==> config.mk <==
export PLATFORM = sky130hd
export DESIGN_NAME = ii_rect_sum_reader
export DESIGN_NICKNAME = d
export VERILOG_FILES = /design/src/rtl/ii_rect_sum_reader.sv
export SDC_FILE = /design/constraint.sdc
export NUM_CORES = 1
export LEC_CHECK = 0
export CORE_MARGIN = 1.5
export CORE_UTILIZATION = 45
export CTS_CLUSTER_DIAMETER = 60
export DETAILED_ROUTE_END_ITERATION = 10
export PLACE_DENSITY = 0.74
export SLEW_MARGIN = 40
export SYNTH_ARGS = -nofsm -noshare
export SYNTH_HDL_FRONTEND = slang
export SYNTH_SLANG_ARGS = --single-unit
export TNS_END_PERCENT = 100
==> constraint.sdc <==
create_clock -name ov7670_pclk -period 4.52 [get_ports ov7670_pclk]
set_clock_uncertainty 0.05 [all_clocks]
set_input_delay 0.904 -clock ov7670_pclk [delete_from_list [all_inputs] [get_ports ov7670_pclk]]
set_output_delay 0.904 -clock ov7670_pclk [all_outputs]
set_load 0.03 [all_outputs]
==> src/rtl/ii_rect_sum_reader.sv <==
// Rectangle pixel-sum reader for the integral image: four corner reads (D, B, C, A)
// combined as D - B - C + A, with out-of-bounds requests rejected up front.
module ii_rect_sum_reader #(
    parameter int II_WIDTH   = 160,
    parameter int II_HEIGHT  = 120,
    parameter int DATA_W     = 23,
    parameter int ADDR_W     = 15,
    parameter int RD_LATENCY = 2
) (
    input  logic              ov7670_pclk,
    input  logic              rst,
    input  logic              req_valid,
    output logic              req_ready,
    input  logic [7:0]        req_x,
    input  logic [7:0]        req_y,
    input  logic [7:0]        req_w,
    input  logic [7:0]        req_h,
    output logic              rd_en,
    output logic [ADDR_W-1:0] rd_addr,
    input  logic [DATA_W-1:0] rd_data,
    output logic              rsp_valid,
    input  logic              rsp_ready,
    output logic [DATA_W-1:0] rsp_sum,
    output logic              rsp_err
);
    localparam int ACC_W = DATA_W + 2;

    typedef enum logic [1:0] {
        S_IDLE  = 2'd0,
        S_ISSUE = 2'd1,
        S_WAIT  = 2'd2,
        S_DONE  = 2'd3
    } state_t;

    state_t                         state_q, state_d;
    logic [7:0]                     x0_q, x0_d, y0_q, y0_d, x1_q, x1_d, y1_q, y1_d;
    logic [1:0]                     slot_q, slot_d;
    logic                           rd_en_q, rd_en_d;
    logic [ADDR_W-1:0]              rd_addr_q, rd_addr_d;
    logic                           pres_vld_q, pres_vld_d, pres_msk_q, pres_msk_d;
    logic [1:0]                     pres_slot_q, pres_slot_d;
    logic [RD_LATENCY-1:0]          tag_vld_q, tag_vld_d, tag_msk_q, tag_msk_d;
    logic [RD_LATENCY-1:0][1:0]     tag_slot_q, tag_slot_d;
    logic signed [ACC_W-1:0]        acc_q, acc_d, contrib_s, acc_sum_s;
    logic                           rsp_valid_q, rsp_valid_d, rsp_err_q, rsp_err_d;
    logic                           req_ready_q, req_ready_d;
    logic [DATA_W-1:0]              rsp_sum_q, rsp_sum_d;
    logic                           accept_s, req_ok_s, issue_s, corner_msk_s, last_tag_s, done_hit_s;
    logic [8:0]                     x_end_s, y_end_s;
    logic [7:0]                     src_x0_s, src_y0_s, src_x1_s, src_y1_s, cx_s, cy_s;
    logic [1:0]                     nxt_slot_s;

    // y*160 + x as (y<<7) + (y<<5) + x
    function automatic logic [ADDR_W-1:0] corner_addr(input logic [7:0] cx, input logic [7:0] cy);
        logic [ADDR_W-1:0] yy;
        yy = ADDR_W'(cy);
        return (yy << 3'd7) + (yy << 3'd5) + ADDR_W'(cx);
    endfunction

    // Request handshake and 9-bit bounds check
    always_comb begin
        accept_s = req_valid && (state_q == S_IDLE);
        x_end_s  = {1'b0, req_x} + {1'b0, req_w};
        y_end_s  = {1'b0, req_y} + {1'b0, req_h};
        req_ok_s = (req_w != 8'd0) && (req_h != 8'd0) &&
                   (x_end_s <= 9'(II_WIDTH)) && (y_end_s <= 9'(II_HEIGHT));
    end

    // Corner slot selection and read strobe generation
    always_comb begin
        if (state_q == S_IDLE) begin
            src_x0_s   = req_x;
            src_y0_s   = req_y;
            src_x1_s   = req_x + req_w - 8'd1;
            src_y1_s   = req_y + req_h - 8'd1;
            nxt_slot_s = 2'd0;
        end else begin
            src_x0_s   = x0_q;
            src_y0_s   = y0_q;
            src_x1_s   = x1_q;
            src_y1_s   = y1_q;
            nxt_slot_s = slot_q + 2'd1;
        end
        case (nxt_slot_s)
            2'd0: begin cx_s = src_x1_s;        cy_s = src_y1_s;        corner_msk_s = 1'b0; end
            2'd1: begin cx_s = src_x1_s;        cy_s = src_y0_s - 8'd1; corner_msk_s = (src_y0_s == 8'd0); end
            2'd2: begin cx_s = src_x0_s - 8'd1; cy_s = src_y1_s;        corner_msk_s = (src_x0_s == 8'd0); end
            default: begin
                cx_s = src_x0_s - 8'd1;
                cy_s = src_y0_s - 8'd1;
                corner_msk_s = (src_x0_s == 8'd0) || (src_y0_s == 8'd0);
            end
        endcase
        issue_s     = (accept_s && req_ok_s) || ((state_q == S_ISSUE) && (slot_q != 2'd3));
        pres_vld_d  = issue_s;
        pres_msk_d  = issue_s && corner_msk_s;
        pres_slot_d = issue_s ? nxt_slot_s : 2'd0;
        rd_en_d     = issue_s && !corner_msk_s;
        if (rd_en_d) begin
            rd_addr_d = corner_addr(cx_s, cy_s);
        end else begin
            rd_addr_d = {ADDR_W{1'b0}};
        end
    end

    // Tag pipeline aligning returning data with its slot, and signed accumulation
    always_comb begin
        tag_vld_d[0]  = pres_vld_q;
        tag_msk_d[0]  = pres_msk_q;
        tag_slot_d[0] = pres_slot_q;
        for (int i = 1; i < RD_LATENCY; i++) begin
            tag_vld_d[i]  = tag_vld_q[i-1];
            tag_msk_d[i]  = tag_msk_q[i-1];
            tag_slot_d[i] = tag_slot_q[i-1];
        end
        last_tag_s = tag_vld_q[RD_LATENCY-1];
        done_hit_s = last_tag_s && (tag_slot_q[RD_LATENCY-1] == 2'd3);
        if (last_tag_s && !tag_msk_q[RD_LATENCY-1]) begin
            contrib_s = $signed({2'b00, rd_data});
        end else begin
            contrib_s = {ACC_W{1'b0}};
        end
        // B and C are subtracted, D and A added
        if ((tag_slot_q[RD_LATENCY-1] == 2'd1) || (tag_slot_q[RD_LATENCY-1] == 2'd2)) begin
            acc_sum_s = acc_q - contrib_s;
        end else begin
            acc_sum_s = acc_q + contrib_s;
        end
        if (accept_s) begin
            acc_d = {ACC_W{1'b0}};
        end else if (last_tag_s) begin
            acc_d = acc_sum_s;
        end else begin
            acc_d = acc_q;
        end
    end

    // FSM next state, request latch and response register
    always_comb begin
        state_d     = state_q;
        slot_d      = slot_q;
        x0_d        = x0_q;
        y0_d        = y0_q;
        x1_d        = x1_q;
        y1_d        = y1_q;
        rsp_valid_d = rsp_valid_q;
        rsp_sum_d   = rsp_sum_q;
        rsp_err_d   = rsp_err_q;
        case (state_q)
            S_IDLE: begin
                if (accept_s && req_ok_s) begin
                    state_d   = S_ISSUE;
                    slot_d    = 2'd0;
                    x0_d      = src_x0_s;
                    y0_d      = src_y0_s;
                    x1_d      = src_x1_s;
                    y1_d      = src_y1_s;
                    rsp_err_d = 1'b0;
                end else if (accept_s) begin
                    state_d     = S_DONE;
                    rsp_valid_d = 1'b1;
                    rsp_err_d   = 1'b1;
                    rsp_sum_d   = {DATA_W{1'b0}};
                end else begin
                    state_d = S_IDLE;
                end
            end
            S_ISSUE: begin
                if (slot_q == 2'd3) begin
                    state_d = S_WAIT;
                end else begin
                    slot_d = slot_q + 2'd1;
                end
            end
            S_WAIT: begin
                if (done_hit_s) begin
                    state_d     = S_DONE;
                    rsp_valid_d = 1'b1;
                    rsp_err_d   = 1'b0;
                    rsp_sum_d   = acc_sum_s[DATA_W-1:0];
                end else begin
                    state_d = S_WAIT;
                end
            end
            S_DONE: begin
                if (rsp_ready) begin
                    state_d     = S_IDLE;
                    rsp_valid_d = 1'b0;
                end else begin
                    state_d = S_DONE;
                end
            end
            default: begin
                state_d = S_IDLE;
            end
        endcase
        req_ready_d = (state_d == S_IDLE);
    end

    // Registers; reset also flushes the tag pipeline so in-flight RAM data is ignored
    always_ff @(posedge ov7670_pclk) begin
        if (rst) begin
            state_q     <= S_IDLE;
            slot_q      <= 2'd0;
            x0_q        <= 8'd0;
            y0_q        <= 8'd0;
            x1_q        <= 8'd0;
            y1_q        <= 8'd0;
            rd_en_q     <= 1'b0;
            rd_addr_q   <= {ADDR_W{1'b0}};
            pres_vld_q  <= 1'b0;
            pres_msk_q  <= 1'b0;
            pres_slot_q <= 2'd0;
            tag_vld_q   <= {RD_LATENCY{1'b0}};
            tag_msk_q   <= {RD_LATENCY{1'b0}};
            tag_slot_q  <= {(2*RD_LATENCY){1'b0}};
            acc_q       <= {ACC_W{1'b0}};
            rsp_valid_q <= 1'b0;
            rsp_sum_q   <= {DATA_W{1'b0}};
            rsp_err_q   <= 1'b0;
            req_ready_q <= 1'b1;
        end else begin
            state_q     <= state_d;
            slot_q      <= slot_d;
            x0_q        <= x0_d;
            y0_q        <= y0_d;
            x1_q        <= x1_d;
            y1_q        <= y1_d;
            rd_en_q     <= rd_en_d;
            rd_addr_q   <= rd_addr_d;
            pres_vld_q  <= pres_vld_d;
            pres_msk_q  <= pres_msk_d;
            pres_slot_q <= pres_slot_d;
            tag_vld_q   <= tag_vld_d;
            tag_msk_q   <= tag_msk_d;
            tag_slot_q  <= tag_slot_d;
            acc_q       <= acc_d;
            rsp_valid_q <= rsp_valid_d;
            rsp_sum_q   <= rsp_sum_d;
            rsp_err_q   <= rsp_err_d;
            req_ready_q <= req_ready_d;
        end
    end

    assign req_ready = req_ready_q;
    assign rd_en     = rd_en_q;
    assign rd_addr   = rd_addr_q;
    assign rsp_valid = rsp_valid_q;
    assign rsp_sum   = rsp_sum_q;
    assign rsp_err   = rsp_err_q;

endmodule

==> reports/results.ini, run 1 <==
[outcome]
status = finished, final reports clean

[global_routing]
antenna_found_initial = 0
track_usage = 0.238
grt_pass1_vias = 7609
grt_start_max_net_pins = 53
grt_pass1_wl_mm = 35.6
grt_overflow_total = 0

[final_layout]
final_common_cell = buf_4
final_cell_count_no_fill = 1515
nNetsFinal = 1428
drive_gt1_frac = 0.216
area_growth_pct = 39.2
diodes = 0
layout.cell_area.non_filler_sq_um = 11300
final_core_util = 0.647
most-common-layout-cells = buf_4, nor2_1, dfxtp_1

[logic_synthesis]
synthSimpleGateAreaFrac = 0.176
muxShareOfSynthArea = 0.0382
synth_area_sq_um = 8120
synth_nets = 1187
synth_top_family_by_area = compound AO/OA/AOI/OAI gates
synth_cells = 1036
synth.avg_cell_area_sq_um = 7.84
yosysWarningCount = 0
async_reset_ff_frac = 0
ys_types = 69
yosys-top-cells-area = dfxtp_1, ha_1, nor2_1, o21ai_0, inv_1
yosysTopAreaCell = dfxtp_1
synth-edff-count = 0
yosys.area_share.adder = 0.148
ys.flop_type = dfxtp_1
synth_xor_area_frac = 0.0658
ys_ff_latch = 113
synth_compound_area_frac = 0.220
synth_top_area_share = 0.279
synth_seq_area_share = 0.279

[hold_path]
min-delay-start = pres_slot_q[1]
hold_end = tag_slot_d[3]
holdCritPathClass = reg2reg
worstHoldPathCells = 1

[floorplan]
die_w_um = 137
chipHeight_um = 137
die_area_sq_um = 18900
core_sq_um = 17500
num_rows = 48
io_pins = 101
initial_core_util = 0.465

[clock_network]
cts_max_level = 4
cts_made_buffers = 17
cts_root_buf = clkbuf_16
clk_latency_ns = 0.42
cts_hold_buf = 0
cts.path.max_buffers = 2
clkSinkCount = 113
path_clk_slew_ns = 0.06
cts_tree = built

[timing]
fmax_mhz = 229
slew_headroom = 0.458
post-route-min-period_ns = 4.37
rsz0062_at_grt = true
setup_viol = 0
worst_slew_pin_slew_ns = 0.811
fin_tns_setup_ns = 0
finalHoldViolCount = 0
finalCritPeriodShare = 0.967
maxSlewViolCount = 0

[pwr]
worst_ir_drop_vdd_mv = 0.239
power_density_nw_per_um2 = 356
power_mw = 4.03
p_leak_nw = 4.82

[run]
drv_cap = 0

[route]
drt_wl_total_mm = 22.4
postRouteAntennaNets = 0
vias = 8209
first_pass_iters = 6
drc = 0
via_per_inst = 5.42
wl_per_cell_um = 14.8
initialDrtViolationCount = 548

[setup_path]
reg2reg_slack_ns = 0.31
timing.rr.end = rd_addr[14]
crit_fanout = 3
cp-end-kind = flop
critPathRequiredTime_ns = 4.77
reg2reg_depth = 18
start_kind = input port
r2r_start = state_q[1]
critPathArrivalTime_ns = 4.62
crit_type = in2reg

[placed_design]
dpl-instance-area_sq_um = 10400
finalWeightedCongestion = 0.921
placed_cells = 1469
dp_hpwl_mm = 16.7
port_buffers = 100

-- final cells by class --
cell class                 count  area, sq um
sequential                   113         2260
tap                          225          282
clock inverter                13          104
clock buffer                  19          453
multi-input combinational    776         5570
fill                        1389         6170
timing repair buffer         268         2250
inverter                     101          382
-- synth_stat cells (23+ instances only) --
cell type,n
a21o_1,23
a21oi_1,72
clkbuf_1,32
dfxtp_1,113
ha_1,85
inv_1,100
mux2i_1,31
nand2_1,81
nor2_1,114
o21ai_0,79
xnor2_1,31
xor2_1,30
-- where the power goes --
group	total (mW)	leakage, nW	internal [mW]	switching [mW]
clock network	1.24	0.271	0.736	0.500
logic	1.72	3.64	0.849	0.873
registers	1.07	0.914	1.04	0.0270
total	4.03	4.82	2.62	1.40
-- critical path, cell delays in order --
cell and delay, ns:
clkbuf_2 0.09, or4_4 0.53, or3_4 0.41, nor3_4 0.20, buf_6 0.13, buf_6 0.10, a31oi_4 0.08, nand3_2 0.09
o311ai_2 0.11, ha_1 0.31, a21o_1 0.21, a21o_1 0.18, a2111o_1 0.45, a311oi_4 0.33, o31ai_2 0.10, xor2_1 0.17
mux2i_1 0.17, nor2_1 0.06
-- registers in the layout, indices dropped and copies added, names as in the netlist, 2 cells and up --
name and count:
y1_q 8, x1_q 8, x0_q 8, tag_msk_q 2, pres_slot_q 2, state_q 2, tag_slot_q 2, slot_q 2
tag_vld_q 2, acc_q 23, rd_addr 15, y0_q 8, tag_slot_d 2, rsp_sum 23
-- per-layer routing --
layer  vias up  wire, um  global-route usage  share of wire
met1      3823      9850               0.292           0.44
met4         0       433              0.0795          0.019
met5         -         0                   0              0
li1       4119         -                   -              -
met3        41       961              0.0383          0.043
met2       226     11200               0.422           0.50
-- cell families (layout without fill, tap and decap cells) --
| family | after synthesis | after routing |
|---|---|---|
| adders and majority gates | 92 | 92 |
| muxes | 31 | 31 |
| DFF | 113 | 113 |
| xor gates and xnor gates | 61 | 61 |
| and+or+nand+nor | 309 | 309 |
| AOI/OAI and AO/OA | 283 | 283 |
| buffers and inverters | 147 | 401 |
-- how the worst max path moves through the flow --
| stage | startpoint | cells past startpoint | end |
|---|---|---|---|
| global placement | req_x[1] | 24 | rd_addr[14] |
| floorplan | req_x[2] | 21 | rd_addr[14] |
| CTS | req_x[3] | 22 | rd_addr[14] |
| detailed placement | req_x[2] | 22 | rd_addr[14] |
| global route | rd_data[4] | 18 | acc_q[21] |
| finish | rd_data[4] | 18 | acc_q[21] |
-- through the flow --
step | hold WS (ns) | setup WS, ns
3_5_place_dp | 0.372 | -0.782
3_3_place_gp | 0.367 | -0.706
4_1_cts | 0.384 | 0.000759
2_1_floorplan | 0.364 | -0.0475
5_1_grt | 0.402 | -0.0285
6_report | 0.385 | 0.148
-- repair_timing --
| action | CTS | global route |
|---|---|---|
| endpoints found under the setup margin | 17 | 21 |
| pin swaps | 35 | 35 |
| setup buffers | 10 | 4 |
| gates resized for setup | 39 | 60 |
| hold endpoints to repair | 0 | 0 |
(Power assumes the default switching activity.)
==> run 2, diff against run 1 <==
--- a/config.mk
+++ b/config.mk
@@ -9,7 +9,7 @@
 export CORE_UTILIZATION = 45
 export CTS_CLUSTER_DIAMETER = 60
 export DETAILED_ROUTE_END_ITERATION = 10
-export PLACE_DENSITY = 0.74
+export PLACE_DENSITY = 0.72
 export SLEW_MARGIN = 40
 export SYNTH_ARGS = -nofsm -noshare
 export SYNTH_HDL_FRONTEND = slang
==> constraint.sdc (replaced) <==
create_clock -name ov7670_pclk -period 4.2 [get_ports ov7670_pclk]
set_clock_uncertainty 0.05 [all_clocks]
set_input_delay 0.84 -clock ov7670_pclk [delete_from_list [all_inputs] [get_ports ov7670_pclk]]
set_output_delay 0.84 -clock ov7670_pclk [all_outputs]
set_load 0.03 [all_outputs]
==> run 2 against run 1 <==
First-iteration DRC count fell by 0.18%. Non-clock buffer count up 67. Combinational power up 27%. Count of clock-buffer cells in the layout up 5. Critical endpoint unchanged. Clock power is 35% higher. Register-to-register slack got worse by 0.19 ns. Global-route usage up 3.9 points. Largest cell class unchanged. The run now ends with negative setup slack left. Sequential power increased by 7%. Die area stayed put.
==> reports/results.ini, run 2 (synthesis gave the netlist of run 1 again) <==
[hold_path]
holdCritPathClass = reg2reg

[clock_network]
clkSinkCount = 113  ; unchanged
cts_max_level = 4  ; unchanged
cts.path.max_buffers = 2  ; unchanged
cts_tree = built
cts_root_buf = clkbuf_16
path_clk_slew_ns = 0.06  ; about the same
cts_made_buffers = 17  ; unchanged
clk_latency_ns = 0.43  ; about the same

[route]
drt_wl_total_mm = 26.4  ; +18%
vias = 8830  ; +7.6%
initialDrtViolationCount = 547  ; -0.18%
via_per_inst = 5.58  ; +3.0%
postRouteAntennaNets = 0  ; unchanged
drc = 0  ; unchanged
first_pass_iters = 4  ; -2
wl_per_cell_um = 16.7  ; +13%

[timing]
finalHoldViolCount = 0  ; unchanged
maxSlewViolCount = 0  ; unchanged
finalCritPeriodShare = 1.01
slew_headroom = 0.617  ; +0.159
fin_ws_ns = -0.0295  ; -0.178 ns
fmax_mhz = 236
setup_viol = 3  ; +3
worst_slew_pin_slew_ns = 0.575  ; -0.237 ns
post-route-min-period_ns = 4.23
rsz0062_at_grt = true

[outcome]
failed_checks = negative setup slack
status = complete, but fails checks

[pwr]
power_density_nw_per_um2 = 412  ; +16%
p_leak_nw = 5.19  ; +7.6%
worst_ir_drop_vdd_mv = 0.308  ; +29%
power_mw = 5.00  ; +24%

[global_routing]
antenna_found_initial = 0  ; unchanged
grt_pass1_wl_mm = 41.0  ; +15%
grt_pass1_vias = 8773  ; +15%
grt_overflow_total = 0  ; unchanged
track_usage = 0.277  ; +0.0394
grt_start_max_net_pins = 53  ; unchanged

[final_layout]
area_growth_pct = 49.3
fill_cells = 1325  ; -4.6%
drive_gt1_frac = 0.283  ; +0.0667
nNetsFinal = 1495  ; +4.7%
layout.cell_area.non_filler_sq_um = 12100  ; +7.3%
seqCellArea_sq_um = 2260  ; unchanged
diodes = 0  ; unchanged
multi_input_area_sq_um = 5760  ; +3.4%
final_common_cell = buf_4
most-common-layout-cells = buf_4, dfxtp_1, nor2_1

[setup_path]
crit_fanout = 4  ; +1
critPathArrivalTime_ns = 4.48  ; -0.14 ns
crit_type = in2reg
start_kind = input port
cp-end-kind = flop
critPathRequiredTime_ns = 4.45  ; -0.32 ns

[floorplan]
die_area_sq_um = 18900  ; unchanged
die_w_um = 137  ; unchanged
core_sq_um = 17500  ; unchanged
io_pins = 101  ; unchanged
initial_core_util = 0.465  ; unchanged
num_rows = 48  ; unchanged
chipHeight_um = 137  ; unchanged

[placed_design]
dp_hpwl_mm = 18.5  ; +11%
port_buffers = 100  ; unchanged
finalWeightedCongestion = 0.918  ; -0.32%
dpl-instance-area_sq_um = 10900  ; +5.1%
dpl_worst_slack_ns = -0.941  ; -0.159 ns

[run]
drv_cap = 0  ; unchanged

==> run 2: layout make-up <==
class                   instances  share of cell area
clock buffers                  24              0.0414
well taps                     225              0.0232
inverters                     101              0.0325
clock inverters                 8              0.0142
repair buffers                335               0.227
flip-flops and latches        113               0.187
multi-input cells             776               0.475
==> run 2: path summary, 6_finish.rpt <==
kind                                     start       endpoint  slack, ns  cells past startpoint
worst max-delay path                rd_data[2]      acc_q[21]      -0.03                     16
worst min-delay path            pres_slot_q[0]  tag_slot_d[2]       0.39                      1
worst max register to register      state_q[1]    rd_addr[14]       0.12                     21
worst min register to register  pres_slot_q[0]  tag_slot_d[2]       0.39                      1
==> run 2: layer usage <==
layer	track usage	vias up	share of wire
li1	-	4246	-
met1	0.315	4143	0.40
met2	0.496	361	0.50
met3	0.0486	80	0.060
met4	0.141	0	0.043
met5	0	-	0
==> run 2: timing repair <==
action	4_1_cts	5_1_grt
hold endpoints to repair	0	0
gates cloned	0	0
setup buffers	15	7
hold buffers	0	0
gates resized for setup	108	54
pin swaps	43	46
endpoints found under the setup margin	30	21
==> run 2: where the power goes <==
group / internal, mW / switching (mW)
Sequential: 1.12 / 0.0244
Combinational: 1.09 / 1.09
Clock: 1.13 / 0.533
Total: 3.34 / 1.65
==> run 2: worst max-delay path: stages <==
cell and delay, ns:
buf_6 0.09, or4_4 0.52, or3_4 0.42, nor3_4 0.23, a31oi_1 0.14, nand3_1 0.14, o311ai_2 0.12, ha_1 0.31
a21o_1 0.21, a21o_1 0.22, a2111o_1 0.40, a311oi_4 0.38, o31ai_2 0.10, xor2_1 0.17, mux2i_1 0.14, nor2_1 0.06
==> run 2: per-stage QoR <==
stage               hold WS [ns]  utilization  setup TNS (ns)  std cells
global placement           0.369        0.626          -23.88       1530
floorplan                  0.364            -           -1.19       1036
detailed placement         0.372        0.626          -24.04       1530
finish                     0.391        0.694         -0.0402       1582
global route               0.406        0.694           -1.50       1582
CTS                        0.389        0.678         -0.0729       1577
==> variant 1 (settings of run 1) <==
`DATA_W`: 23 -> 27.
--- a/src/rtl/ii_rect_sum_reader.sv
+++ b/src/rtl/ii_rect_sum_reader.sv
@@ -4,5 +4,5 @@
     parameter int II_WIDTH   = 160,
     parameter int II_HEIGHT  = 120,
-    parameter int DATA_W     = 23,
+    parameter int DATA_W     = 27,
     parameter int ADDR_W     = 15,
     parameter int RD_LATENCY = 2
Ports: changed (resized rd_data and rsp_sum); port bits go from 101 to 109. No check against the original RTL was run, so the function may have changed too.
==> variant 1 against run 1 <==
- total power rose by 11%
- core utilization decreased by 1.0 points
- non-clock buffer count up 13
- final area increased by 8.9%
- routed wire length is 7.2% higher
- worst setup slack got worse by 0.11 ns
- sequential share of layout area down 0.34 points
- cell count up 6.2%
- sequential cell count rose by 8
- worst hold slack better by 0.0062 ns
- synthesized area is 8.8% higher
- largest power group unchanged
==> variant 1: results (changes against run 1) <==
synth_sequential_area_ratio_pct: 27.4  # -0.44 points
pin_count_of_the_biggest_net_entering_global_routing: 50  # -5.7%
final-clk-cell-share_pct: 5.05  # +0.12 points
status: "completed"
layout.area.seq_sq_um: 2420  # +7.1%
place_inst: 1571  # +6.9%
clkbuf_count: 21  # +2
timing.hold.worst_endpoint: "tag_slot_q[2]$_SDFF_PP0_"
synth.cells.most_frequent: "nor2_1 (146), dfxtp_1 (121), ha_1 (89)"
global_route.usage.met2_pct: 45.5  # +3.3 points
p_clk_w: 0.00143  # +15%
grt_util_met3_pct: 3.35  # -0.47 points
worstHoldStart: "tag_slot_d[2]$_SDFF_PP0_"
met3WireLength_um: 736  # -23%
place_ws_ns: -0.995  # -0.214 ns
final_nets: 1490  # +4.3%
power_frac_clock_pct: 32.0  # +1.3 points
numPortBuffers: 108  # +8.0%
cellLeakagePower_nw: 5.25  # +8.9%
route.vias.total: 8605  # +4.8%
stdcell_area_sq_um: 12300  # +8.9%
multi_input_area_share_pct: 50.3  # +1.1 points
initialDrtViolationCount: 391  # -29%
seq_power_share_pct: 25.4  # -1.1 points
route.detailed.vias_per_inst: 5.35  # -1.3%
timing.critical_path.fanout_max: 2  # -1
setup_slack_of_the_most_critical_reg_to_reg_path_ns: 0.33  # +0.02 ns
layout.buffer.nonclock.area_share_pct: 19.8  # -0.16 points
rr_worst_depth: 19  # +1
post_synth.cell_area_avg_sq_um: 8.22  # +4.8%
global_route.usage.total_pct: 23.8  # about the same
drt-met1-wl_um: 9970  # +1.2%
worst_ep_arrival_time_ns: 4.73  # +0.11 ns
synth.top_cells.by_area: "dfxtp_1 (27%), ha_1 (13%), nor2_1 (6.2%)"
synth_cell_types: 71  # +2.9%
ys_seq_elements: 121  # +7.1%
router_iterations_before_antenna_repair: 5  # -1
multi_input_comb_cells: 833  # +7.3%
worst_setup_path_start_kind: "input pin"
postLayoutSetupSlackWorst_ns: 0.0350  # -0.113 ns
drive_above_1_share_pct: 22.2  # +0.54 points
gp_congestion: 0.929  # +0.90%
max_slew_margin_pct: 57.4  # +12 points
syn-num-nets: 1234  # +4.0%
inverters: 77  # -24%
cts.repair_timing.setup_buffer_count: 7  # -3
post_dp_cell_area_sq_um: 11400  # +9.5%
routed_wl_um: 24000  # +7.2%
peakVddDrop_uv: 268  # +12%
groute.layer.met1.usage_pct: 26.2  # -3.0 points
setup.worst_path.start: "req_w[1]"
dp.final_hpwl_um: 18500  # +10%
[variant 1: kinds of logic after synthesis]
family          after synthesis  synth area share [%]
simple gates                353                  18.9
compound gates              264                  20.9
buf+inv                     121                  5.89
flops                       121                  27.4
fa+ha+maj                    96                  14.2
xor+xnor                     67                  6.64
mux                          53                  6.03
[variant 1: critical path, cell delays in order]
cell,delay [ns]
buf_12,0.09
inv_12,0.03
ha_4,0.23
inv_4,0.05
ha_4,0.12
inv_2,0.04
fa_2,0.38
nor2b_4,0.14
nor3_2,0.06
o21bai_1,0.16
a21oi_2,0.08
xnor2_1,0.13
o21ai_1,0.19
mux2i_1,0.15
fa_1,0.52
inv_2,0.06
fa_2,0.34
a21o_1,0.16
a21o_1,0.17
a21o_1,0.17
a21oi_2,0.13
o21bai_1,0.08
a21oi_1,0.15
xor2_1,0.16
nor2_1,0.05
==> variant 2 (flow settings as in run 1) <==
Without the edit above. The 4 states of `state_t` get a one-hot encoding in 4 bits.
--- a/src/rtl/ii_rect_sum_reader.sv
+++ b/src/rtl/ii_rect_sum_reader.sv
@@ -26,9 +26,9 @@
     localparam int ACC_W = DATA_W + 2;
 
-    typedef enum logic [1:0] {
-        S_IDLE  = 2'd0,
-        S_ISSUE = 2'd1,
-        S_WAIT  = 2'd2,
-        S_DONE  = 2'd3
+    typedef enum logic [3:0] {
+        S_IDLE  = 4'b0001,
+        S_ISSUE = 4'b0010,
+        S_WAIT  = 4'b0100,
+        S_DONE  = 4'b1000
     } state_t;
 
Check against the original RTL: same outputs for any inputs over 4 cycles, from zero or initial values and one cycle with rst high; so few cycles prove little.
==> variant 2 against run 1 <==
- the run now ends with setup timing left
- worst setup slack worse by 0.17 ns
- global-route usage up 1.0 points
- total power rose by 0.12%
- final area is 0.61% higher
- sequential cell count up 2
- routed wire length increased by 1.9%
- synthesized area is 0.32% higher
==> variant 2: results (changes against run 1) <==
place_ws_ns: -0.754  # +0.0281 ns
synth_sequential_area_ratio_pct: 28.3  # +0.40 points
setup_slack_of_the_most_critical_reg_to_reg_path_ns: 0.19  # -0.12 ns
crit_family: "adder cells"
yosys-mux-area-fraction_pct: 5.97  # +2.2 points
pin_count_of_the_biggest_net_entering_global_routing: 44  # -17%
synthCells: 988  # -4.6%
postLayoutSetupSlackWorst_ns: -0.0256  # -0.174 ns
worstHoldStart: "pres_msk_q$_SDFF_PP0_"
synth_compound_area_share_pct: 19.9  # -2.1 points
timing.hold.worst_endpoint: "tag_msk_q[0]$_SDFF_PP0_"
worst_ep_arrival_time_ns: 4.79  # +0.17 ns
place_inst: 1439  # -2.0%
post-layout-total-power_w: 0.00403  # +0.12%
failing_checks: "setup timing"
fin_worst_hold_slack_ns: 0.383  # -0.00196 ns
nFillCells: 1451  # +4.5%
grt_pass1_vias: 7861  # +3.3%
status: "complete, but fails checks"
drive_above_1_share_pct: 21.7  # +0.084 points
setup_viol: 1  # +1
router_iterations_before_antenna_repair: 5  # -1
critPathCapture: "rd_addr[14]$_SDFF_PP0_"
drt-wirelength-per-cell_um: 15.3  # +3.6%
setup.worst_path.start: "req_x[5]"
worst_path_max_delay_cell: "clkdlybuf4s50_1"
synth.cells.most_frequent: "nor2_1 (122), dfxtp_1 (115), ha_1 (85)"
layoutNonFillerInstCount: 1491  # -1.6%
## variant 2: cell types whose count changed in the layout (fill, tap and decap cells not counted), sizes merged, moves of 8 or more
cell,run 1,this run
mux2i,31,46
clkbuf,29,21
a211oi,21,13
buf,169,184
or3,9,1
a22o,1,18
o21ai,82,42
inv,104,83
nand2,81,64
o22ai,11,2
nor2b,14,22
## variant 2: routing by layer
layer	vias up	track usage, %	wire length [um]
met5	-	0	0
met4	0	10.5	704
met3	51	3.97	835
met2	194	44.1	11400
met1	3796	29.4	9930
li1	4006	-	-
## variant 2: what timing repair did
item                       4_1_cts  5_1_grt
setup endpoints to repair        5        8
gates resized for setup         22       50
buffers inserted                16        6
pin swaps                       15       28
hold buffers                     0        0
## variant 2: area by class of cell
class | count | share of cell area (%)
clock buffers | 17 | 3.74
clock inverters | 14 | 1.16
inverters | 79 | 2.65
multi-input cells | 755 | 48.8
flip-flops and latches | 115 | 20.2
well taps | 229 | 2.52
repair buffers | 282 | 20.9
